===== config.mk =====
export PLATFORM = sky130hd
export DESIGN_NAME = counter_cfg_sched_flat
export DESIGN_NICKNAME = d
export VERILOG_FILES = /design/src/rtl/counter_cfg_sched_if.sv /design/src/rtl/counter_cfg_sched.sv /design/src/flat_wrapper.sv
export SDC_FILE = /design/constraint.sdc
export NUM_CORES = 1
export LEC_CHECK = 0
export CORE_MARGIN = 10
export CORE_UTILIZATION = 42
export CTS_CLUSTER_SIZE = 40
export DETAILED_ROUTE_END_ITERATION = 6
export PLACE_DENSITY = 0.81
export SLEW_MARGIN = 20
export SYNTH_ARGS = -nofsm -noshare
export SYNTH_HDL_FRONTEND = slang
export SYNTH_SLANG_ARGS = --single-unit

===== constraint.sdc =====
create_clock -name clk -period 2.3 [get_ports clk]
set_input_delay 0.46 -clock clk [delete_from_list [all_inputs] [get_ports clk]]
set_output_delay 0.46 -clock clk [all_outputs]
set_load 0.02 [all_outputs]

===== src/rtl/counter_cfg_sched_if.sv =====
// Request bus shared by the three counter-configuration requesters
// (CPU bus, polling engine, debug). The master side drives requests,
// the slave side (the scheduler) returns completion and status.
interface counter_cfg_sched_if;
  logic [2:0]  req;
  logic [5:0]  req_ch;
  logic [5:0]  req_mode;
  logic [95:0] req_val;
  logic [2:0]  ack;
  logic        err;
  logic        busy;

  modport master (
    output req, req_ch, req_mode, req_val,
    input  ack, err, busy
  );

  modport slave (
    input  req, req_ch, req_mode, req_val,
    output ack, err, busy
  );
endinterface


===== src/rtl/counter_cfg_sched.sv =====
// Round-robin scheduler for the 3-channel down-counter write port.
// Each grant becomes a control-word write (channel 3) built from a shadow
// copy, followed by the load-value write. Also synchronises the counter
// OUT bits and keeps sticky terminal-count flags with an interrupt.
//
//   state | meaning
//   IDLE  | waiting for a request, arbitrates when any req is high
//   WCTRL | writing merged control word to channel 3, shadow updates
//   WLOCK | writing load value to the granted channel, clears its tc_flag
//   DONE  | ack pulse to the grantee, err if the channel was 3
module counter_cfg_sched #(
  parameter int          SYNC_STAGES = 2,
  parameter logic [23:0] CTRL_INIT   = 24'h000000
) (
  input  logic                 clk,
  input  logic                 rst,
  counter_cfg_sched_if.slave   bus,
  output logic                 counter_we,
  output logic [1:0]           counter_ch,
  output logic [31:0]          counter_val,
  input  logic                 counter0_OUT,
  input  logic                 counter1_OUT,
  input  logic                 counter2_OUT,
  output logic [2:0]           tc_flag,
  input  logic [2:0]           tc_clr,
  output logic                 irq
);

  typedef enum logic [1:0] {IDLE, WCTRL, WLOCK, DONE} state_t;

  state_t      state_q, state_d;
  logic [1:0]  rr_ptr;
  logic [1:0]  g_idx;
  logic [1:0]  g_ch;
  logic [1:0]  g_mode;
  logic [31:0] g_val;
  logic        g_err;
  logic [23:0] shadow;
  logic [23:0] shadow_new;

  logic        gnt_valid;
  logic [1:0]  gnt_idx;
  logic [1:0]  gnt_ch;
  logic [1:0]  gnt_mode;
  logic [31:0] gnt_val;
  logic [1:0]  cand;

  function automatic logic [1:0] inc3(input logic [1:0] x);
    return (x == 2'd2) ? 2'd0 : x + 2'd1;
  endfunction

  // Round-robin pick: first requester at or after rr_ptr, cyclically.
  always_comb begin
    gnt_valid = 1'b0;
    gnt_idx   = 2'd0;
    cand      = rr_ptr;
    for (int k = 0; k < 3; k++) begin
      if (!gnt_valid && bus.req[cand]) begin
        gnt_valid = 1'b1;
        gnt_idx   = cand;
      end
      cand = inc3(cand);
    end
    gnt_ch   = bus.req_ch[{gnt_idx, 1'b0} +: 2];
    gnt_mode = bus.req_mode[{gnt_idx, 1'b0} +: 2];
    gnt_val  = bus.req_val[{gnt_idx, 5'b00000} +: 32];
  end

  // Merge the latched mode into only the granted channel's control field.
  always_comb begin
    shadow_new = shadow;
    case (g_ch)
      2'd0:    shadow_new[2:1]   = g_mode;
      2'd1:    shadow_new[10:9]  = g_mode;
      2'd2:    shadow_new[18:17] = g_mode;
      default: shadow_new        = shadow;
    endcase
  end

  // FSM state register.
  always_ff @(posedge clk or posedge rst) begin
    if (rst) state_q <= IDLE;
    else     state_q <= state_d;
  end

  // Next state and Moore outputs; write bus is zero unless strobed.
  always_comb begin
    state_d     = state_q;
    counter_we  = 1'b0;
    counter_ch  = 2'd0;
    counter_val = 32'd0;
    bus.ack     = 3'b000;
    bus.err     = 1'b0;
    case (state_q)
      IDLE: begin
        if (gnt_valid) state_d = (gnt_ch == 2'd3) ? DONE : WCTRL;
      end
      WCTRL: begin
        counter_we  = 1'b1;
        counter_ch  = 2'd3;
        counter_val = {8'h00, shadow_new};
        state_d     = WLOCK;
      end
      WLOCK: begin
        counter_we  = 1'b1;
        counter_ch  = g_ch;
        counter_val = g_val;
        state_d     = DONE;
      end
      DONE: begin
        bus.ack = 3'b001 << g_idx;
        bus.err = g_err;
        state_d = IDLE;
      end
      default: state_d = IDLE;
    endcase
  end

  assign bus.busy = (state_q != IDLE);

  // Grant capture, round-robin pointer and shadow control word.
  always_ff @(posedge clk or posedge rst) begin
    if (rst) begin
      rr_ptr <= 2'd0;
      g_idx  <= 2'd0;
      g_ch   <= 2'd0;
      g_mode <= 2'd0;
      g_val  <= 32'd0;
      g_err  <= 1'b0;
      shadow <= CTRL_INIT;
    end else begin
      if (state_q == IDLE && gnt_valid) begin
        g_idx  <= gnt_idx;
        g_ch   <= gnt_ch;
        g_mode <= gnt_mode;
        g_val  <= gnt_val;
        g_err  <= (gnt_ch == 2'd3);
        rr_ptr <= inc3(gnt_idx);
      end
      if (state_q == WCTRL) shadow <= shadow_new;
    end
  end

  logic [2:0] sync_q [SYNC_STAGES];
  logic [2:0] sync_prev;
  logic [2:0] tc_rise;
  logic [2:0] wlock_clr;

  assign tc_rise   = sync_q[SYNC_STAGES-1] & ~sync_prev;
  assign wlock_clr = (state_q == WLOCK) ? (3'b001 << g_ch) : 3'b000;

  // Synchronise the foreign-domain OUT bits and remember the last value.
  always_ff @(posedge clk or posedge rst) begin
    if (rst) begin
      for (int i = 0; i < SYNC_STAGES; i++) sync_q[i] <= 3'b000;
      sync_prev <= 3'b000;
    end else begin
      sync_q[0] <= {counter2_OUT, counter1_OUT, counter0_OUT};
      for (int i = 1; i < SYNC_STAGES; i++) sync_q[i] <= sync_q[i-1];
      sync_prev <= sync_q[SYNC_STAGES-1];
    end
  end

  // Sticky flags: a rising edge wins over a same-cycle clear.
  always_ff @(posedge clk or posedge rst) begin
    if (rst) tc_flag <= 3'b000;
    else     tc_flag <= (tc_flag & ~(tc_clr | wlock_clr)) | tc_rise;
  end

  assign irq = |tc_flag;

endmodule


===== src/flat_wrapper.sv =====
// flat-port wrapper written by rule: the top's interface ports become plain ports
module counter_cfg_sched_flat 
#(
  parameter int          SYNC_STAGES = 2,
  parameter logic [23:0] CTRL_INIT   = 24'h000000
)
  (clk, rst, counter_we, counter_ch, counter_val, counter0_OUT, counter1_OUT, counter2_OUT, tc_flag, tc_clr, irq, bus_req, bus_req_ch, bus_req_mode, bus_req_val, bus_ack, bus_err, bus_busy);
  counter_cfg_sched_if bus_i ();
  input  logic clk;
  input  logic rst;
  output logic counter_we;
  output logic [1:0] counter_ch;
  output logic [31:0] counter_val;
  input  logic counter0_OUT;
  input  logic counter1_OUT;
  input  logic counter2_OUT;
  output logic [2:0] tc_flag;
  input  logic [2:0] tc_clr;
  output logic irq;
  input wire logic [$bits(bus_i.req)-1:0] bus_req;
  input wire logic [$bits(bus_i.req_ch)-1:0] bus_req_ch;
  input wire logic [$bits(bus_i.req_mode)-1:0] bus_req_mode;
  input wire logic [$bits(bus_i.req_val)-1:0] bus_req_val;
  output wire logic [$bits(bus_i.ack)-1:0] bus_ack;
  output wire logic [$bits(bus_i.err)-1:0] bus_err;
  output wire logic [$bits(bus_i.busy)-1:0] bus_busy;
  assign bus_i.req = bus_req;
  assign bus_i.req_ch = bus_req_ch;
  assign bus_i.req_mode = bus_req_mode;
  assign bus_i.req_val = bus_req_val;
  assign bus_ack = bus_i.ack;
  assign bus_err = bus_i.err;
  assign bus_busy = bus_i.busy;
  counter_cfg_sched #(.SYNC_STAGES(SYNC_STAGES), .CTRL_INIT(CTRL_INIT)) u_core (.clk(clk), .rst(rst), .bus(bus_i), .counter_we(counter_we), .counter_ch(counter_ch), .counter_val(counter_val), .counter0_OUT(counter0_OUT), .counter1_OUT(counter1_OUT), .counter2_OUT(counter2_OUT), .tc_flag(tc_flag), .tc_clr(tc_clr), .irq(irq));
endmodule

# ---- After elaboration in Yosys (flattened, before gate mapping)
# Cells that the tools add are included.
dict set report word_totals {
  ff_bits 61
  in_bits 119
  out_inout_bits 44
  elab_cells 76
}
dict set report op_classes {
  addsub 3
  n_lt_le_gt_ge 3
  eq_ne 10
  shifts 5
  n_mux 27
  bitwise_logic 6
  n_reduce_logical 10
}
# operator n
set op_table {}
lappend op_table {{variable part select 96 x 8 -> 32 bit} 1}
lappend op_table {{case mux 32 bit (2 select lines)} 1}
lappend op_table {{2-to-1 mux 2 bit} 11}
lappend op_table {{== test 2 bit, second input constant} 7}
lappend op_table {{variable part select 6 x 4 -> 2 bit} 2}
lappend op_table {{less-than comparator 2 x 3 -> 1 bit, second input constant} 3}
lappend op_table {{2-to-1 mux 1 bit} 8}
lappend op_table {{case mux 2 bit (4 select lines)} 1}
lappend op_table {{adder 2 x 1 -> 2 bit, second input constant} 3}
lappend op_table {{bitwise AND 3 bit} 2}
lappend op_table {{binary-select mux 1 bit (select 2 bit)} 3}
lappend op_table {{2-to-1 mux 3 bit} 2}
lappend op_table {{inverter 3 bit} 2}
lappend op_table {{bitwise OR 3 bit} 2}
lappend op_table {{left shift 1 x 2 -> 3 bit, first input constant} 2}
lappend op_table {{== test 2 x 1 -> 1 bit, second input constant} 2}
lappend op_table {{zero test 2 bit} 2}
lappend op_table {{case mux 2 bit (2 select lines)} 1}
lappend op_table {{logical AND 1 bit} 3}
lappend op_table {{OR reduction 3 bit} 1}
lappend op_table {{zero test 1 bit} 2}
lappend op_table {{!= test 2 x 1 -> 1 bit, second input constant} 1}
lappend op_table {{nonzero test 2 bit} 1}
lappend op_table {{OR reduction 2 bit} 1}

# ---- Longest topological paths before layout
dict set report logic_depth {
  depth_word 14
  ltp_mapped 8
  mapped_depth_nobuf 7
}

# ---- Worst setup path after synthesis
# OpenSTA, ideal clock, no wires.
dict set report synth_path {
  path_kind {register -> output}
  startpoint {reg u_core.state_q[0]}
  endpoint {out counter_val[18]}
  t_arrival_ps 1464
  required_ps 1840
  slack_ps 376
  path_stages_with_launch 4
  path_cell_list {dfrtp_1 -> inv_1 -> ha_1 -> a21boi_0}
}
dict set report synth_between {
  elab_chain_cells 2
  word_cells_on_any_way 3
  classes_between {eq/ne: 2; mux: 1}
}
# element line
set synth_lines {}
lappend synth_lines {{start: declaration} counter_cfg_sched.sv:31} ;# state_t state_q, state_d;
lappend synth_lines {{start signal: assignment} counter_cfg_sched.sv:83} ;# else state_q <= state_d;
lappend synth_lines {{== test 2 bit / == test 2 x 1 -> 1 bit (equally long branches)} counter_cfg_sched.sv:94} ;# case (state_q)
lappend synth_lines {{case mux 32 bit (2 select lines) *} counter_cfg_sched.sv:94}
lappend synth_lines {{end: declaration} flat_wrapper.sv:13} ;# output logic [31:0] counter_val;
# Mark *: on every way between the ends. The rest lies on a longest branch, timed or not.

# ---- Worst setup path after layout
dict set report layout_path {
  startpoint {reg u_core.g_ch[0]}
  endpoint {out counter_val[9]}
}
dict set report layout_between {
  elab_chain_cells 3
}
# element line
set layout_lines {}
lappend layout_lines {{start: declaration} counter_cfg_sched.sv:34} ;# logic [1:0] g_ch;
lappend layout_lines {{start signal: assignment} counter_cfg_sched.sv:134} ;# g_ch <= gnt_ch;
lappend layout_lines {{== test 2 x 1 -> 1 bit} counter_cfg_sched.sv:72} ;# case (g_ch)
lappend layout_lines {{2-to-1 mux 2 bit} counter_cfg_sched.sv:72}
lappend layout_lines {{case mux 32 bit (2 select lines)} counter_cfg_sched.sv:94}
# Every way passes these cells.

==> metrics.log <==
INFO  metric outcome = completed
INFO  metric count_of_synthesis_stage_warnings_from_yosys = 0
INFO  metric post_layout_nonfiller_instances = 684
INFO  metric crit_path_end_kind = output port
INFO  metric p_sw = 2.62 mW
INFO  metric final.setup.worst_slack = 0.00135 ns
INFO  metric clock_path_buffers = 2
INFO  metric rows = 33
INFO  metric number_of_synthesized_flops_with_an_enable_pin = 0
INFO  metric cp_slowest_stage_delay = 0.44 ns
INFO  metric syn_area = 3540 sq um
INFO  metric placedCellCount = 665
INFO  metric period_needed = 2.30 ns
INFO  metric postSynth.asyncResetShare = 100%
INFO  metric clock_tree_from_tritoncts = built
INFO  metric final-hold-violation-count = 0
INFO  metric detailedPlacementHpwl = 9360 microns
INFO  metric skew = 0.00750 ns
INFO  metric initialDrtViolationCount = 158
INFO  metric cellLeakagePower = 2.60 nW
INFO  metric timing.rr.start = u_core.rr_ptr[1]
INFO  metric gr-usage-all-layers = 18.7%
INFO  metric area_growth_syn_to_layout = 59.3%
INFO  metric cp.required = 1.84 ns
INFO  metric synthFlopType = dfrtp_1
INFO  metric cts_root_buf = clkbuf_8
INFO  metric timing.final.setup_violations = 0
INFO  metric numCtsBuffers = 9
INFO  metric first_pass_iters = 4
INFO  metric switching_share = 41.8%
INFO  metric ys_seq_area_share = 43.1%
INFO  metric hold_buffers = 0
INFO  metric die_h = 112 microns
INFO  metric worstHoldPathType = reg -> reg
INFO  metric internal_power = 3.65 mW
INFO  metric final_core_utilization = 68.7%
INFO  metric comb_power_share = 53.3%
INFO  metric antenna_found_initial = 0
INFO  metric regToRegEndpoint = u_core.g_val[11]
INFO  metric timing.hold.worst_path_depth = 0
INFO  metric worst-slew-pin-transition = 0.430 ns
INFO  metric wl = 12,400 microns
INFO  metric num_antenna_cells = 0
INFO  metric max_cap_viol_count = 0
INFO  metric die_w = 112 microns
INFO  metric gp_congestion = 0.842
INFO  metric crit_slowest_cell = dfrtp_1
INFO  metric timing.final.max_slew_violations = 0
INFO  metric tritoncts_num_sinks = 61
INFO  metric path_cells = nor2b_4 > mux2_2 > a22oi_2 > nor2b_1 > clkdlybuf4s15_2
INFO  metric timing.reg2reg.setup_slack = 0.38 ns
INFO  metric clk_pin_slew = 0.07 ns
INFO  metric detail_route.vias_per_cell = 5.41
INFO  metric crit_path_max_fanout = 5
INFO  metric route.detailed.wl_per_inst = 18.1 microns
INFO  metric clock.fmax = 435 MHz
INFO  metric grt_start_max_net_pins = 62
INFO  metric final.period_utilization = 99.9%
INFO  metric cp-start-kind = flop
INFO  metric worstHoldEndpoint = u_core.sync_q[1]
INFO  metric dp_worst_slack = 0.00709 ns
INFO  metric num_vias = 3,703
INFO  metric first_global_vias = 3,873
INFO  metric cts.htree.levels = 3
INFO  metric postSynthCellCount = 409
INFO  metric worst_hold_startpoint = u_core.sync_q[4]
INFO  metric placeable_core_region = 8220 sq um
INFO  metric power.share.sequential = 29.5%
INFO  metric finish.net_count = 698
INFO  metric clk_latency = 0.35 ns
INFO  metric power_frac_clock = 17.2%
INFO  metric tns = 0 ns
INFO  metric post_synth.cell_area_avg = 8.66 sq um
INFO  metric post_route_cells_drive_above_1_share = 12.1%
INFO  metric grt_overflow = 0
INFO  metric yosys.cell_types.count = 40
INFO  metric route.detailed.drc = 0
INFO  metric relSlewSlack = 71.3%
INFO  metric crit_type = reg -> out
INFO  metric final.hold.worst_slack = 0.349 ns
INFO  metric final_design_area_no_fill = 5650 sq um
INFO  metric grt_first_pass_wirelength = 19,300 microns
INFO  metric timing.critical_path.arrival = 1.84 ns
INFO  metric synth_nets = 533
INFO  metric drt.antenna.violating_nets = 0
INFO  metric power.ir.vdd_worst = 0.431 mV
INFO  metric layout.filler_cells = 659
INFO  metric initial_utilization = 43.1%
INFO  metric placed_area = 5410 sq um
INFO  metric ios = 163
INFO  metric finalPower = 6.28 mW
INFO  metric portBuffers = 162
INFO  metric synth.ff_latch_count = 61
INFO  metric powerDensity = 1110 nW/um^2
INFO  metric worstRegToRegCells = 6
INFO  metric die-area = 12,500 sq um
[how the worst max path moves through the flow]
stage               slack [ns]        endpoint               from
detailed placement       0.007  counter_val[9]     u_core.g_ch[1]
global placement          0.08  counter_val[9]     u_core.g_ch[1]
floorplan                 0.33  u_core.g_ch[0]                rst
global route             -0.05  counter_val[9]     u_core.g_ch[0]
finish                   0.001  counter_val[9]     u_core.g_ch[0]
CTS                      0.004      bus_ack[1]  u_core.state_q[0]
[sequential cells by signal, summed over array words and instances (netlist names)]
| name | cells |
|---|---|
| u_core.g_ch | 2 |
| u_core.g_err | 1 |
| u_core.g_idx | 2 |
| u_core.g_mode | 2 |
| u_core.g_val | 32 |
| u_core.rr_ptr | 2 |
| u_core.shadow | 6 |
| u_core.state_q | 2 |
| u_core.sync_prev | 3 |
| u_core.sync_q | 6 |
| u_core.tc_flag | 3 |
[layer usage]
metal | global-route usage [%] | share of wire (%) | routed length, microns
met1 | 19.3 | 38 | 4720
met2 | 33.6 | 51 | 6320
met3 | 7.46 | 8.9 | 1100
met4 | 6.60 | 1.9 | 241
met5 | 0 | 0 | 0
[power groups by stage]
stage	Clock, mW	Sequential, mW	Combinational, mW
after floorplan	0	1.73	2.07
after global routing	1.13	1.91	3.68
after CTS	1.09	1.84	3.30
after detailed placement	0	1.85	3.41
after global placement	0	1.83	3.32
final	1.08	1.85	3.34
[what timing repair did]
item / CTS / global route
setup buffers: 0 / 3
setup endpoints to repair: 36 / 36
gates cloned: 0 / 0
gates resized for setup: 51 / 18
[layout by cell type (no fill, tap or decap), types with 3 or more instances in the layout]
cell,n
nor2_1,5
o21ai_1,37
ha_1,3
buf_12,7
inv_2,3
a22oi_1,4
clkdlybuf4s50_1,122
nand3b_1,4
a21oi_1,3
clkbuf_8,9
nor2b_1,12
dlygate4sd2_1,28
buf_4,15
nand2b_1,6
o22ai_1,4
dlymetal6s2s_1,4
mux2_2,9
and2_1,28
dfrtp_1,60
and3_1,34
nand2_1,54
a211oi_1,34
inv_1,5
o21ai_0,42
clkdlybuf4s15_2,3
[kinds of logic (layout without fill, tap and decap cells)]
group | after synthesis | count (layout) | synth area share [%]
DFF | 61 | 61 | 43.1
adders and majority gates | 5 | 5 | 1.77
AOI/OAI and AO/OA | 136 | 136 | 23.4
muxes | 11 | 11 | 3.46
and+or+nand+nor | 157 | 157 | 23.7
buffers and inverters | 39 | 209 | 4.56
[worst max-delay path, delay by kind of cell, from the launching register on]
family | cells | cell delay (ns)
simple gates | 2 | 0.28
buf+inv | 1 | 0.25
flops | 1 | 0.44
mux | 1 | 0.37
compound gates | 1 | 0.15
[area by class of cell]
| type | instances | area (sq um) | share of cell area [%] |
|---|---|---|---|
| Multi-Input combinational cell | 309 | 1890 | 33.5 |
| Timing Repair Buffer | 185 | 1840 | 32.7 |
| Sequential cell | 61 | 1530 | 27.1 |
| Tap cell | 105 | 131 | 2.33 |
| Clock buffer | 9 | 124 | 2.19 |
| Clock inverter | 7 | 98.8 | 1.75 |
| Inverter | 8 | 30.0 | 0.532 |
[synthesized netlist by cell type, drive strengths merged, types with 2 or more instances]
cell	instances	area, sq um
a21oi	3	15.0
nor2b	14	87.6
dfrtp	61	1530
buf	10	52.6
nand3b	4	30.0
a21boi	2	15.0
a22oi	6	45.0
nor2	7	26.3
and2	28	175
a211oi	34	255
and3	34	213
mux2	10	113
a31oi	2	12.5
o21ai	79	395
and3b	2	17.5
ha	5	62.6
o211ai	2	15.0
clkbuf	21	78.8
nand2b	6	37.5
or2	2	12.5
o22ai	4	25.0
inv	8	30.0
nand2	55	209
No activity file was read; power rests on OpenSTA's default activity.
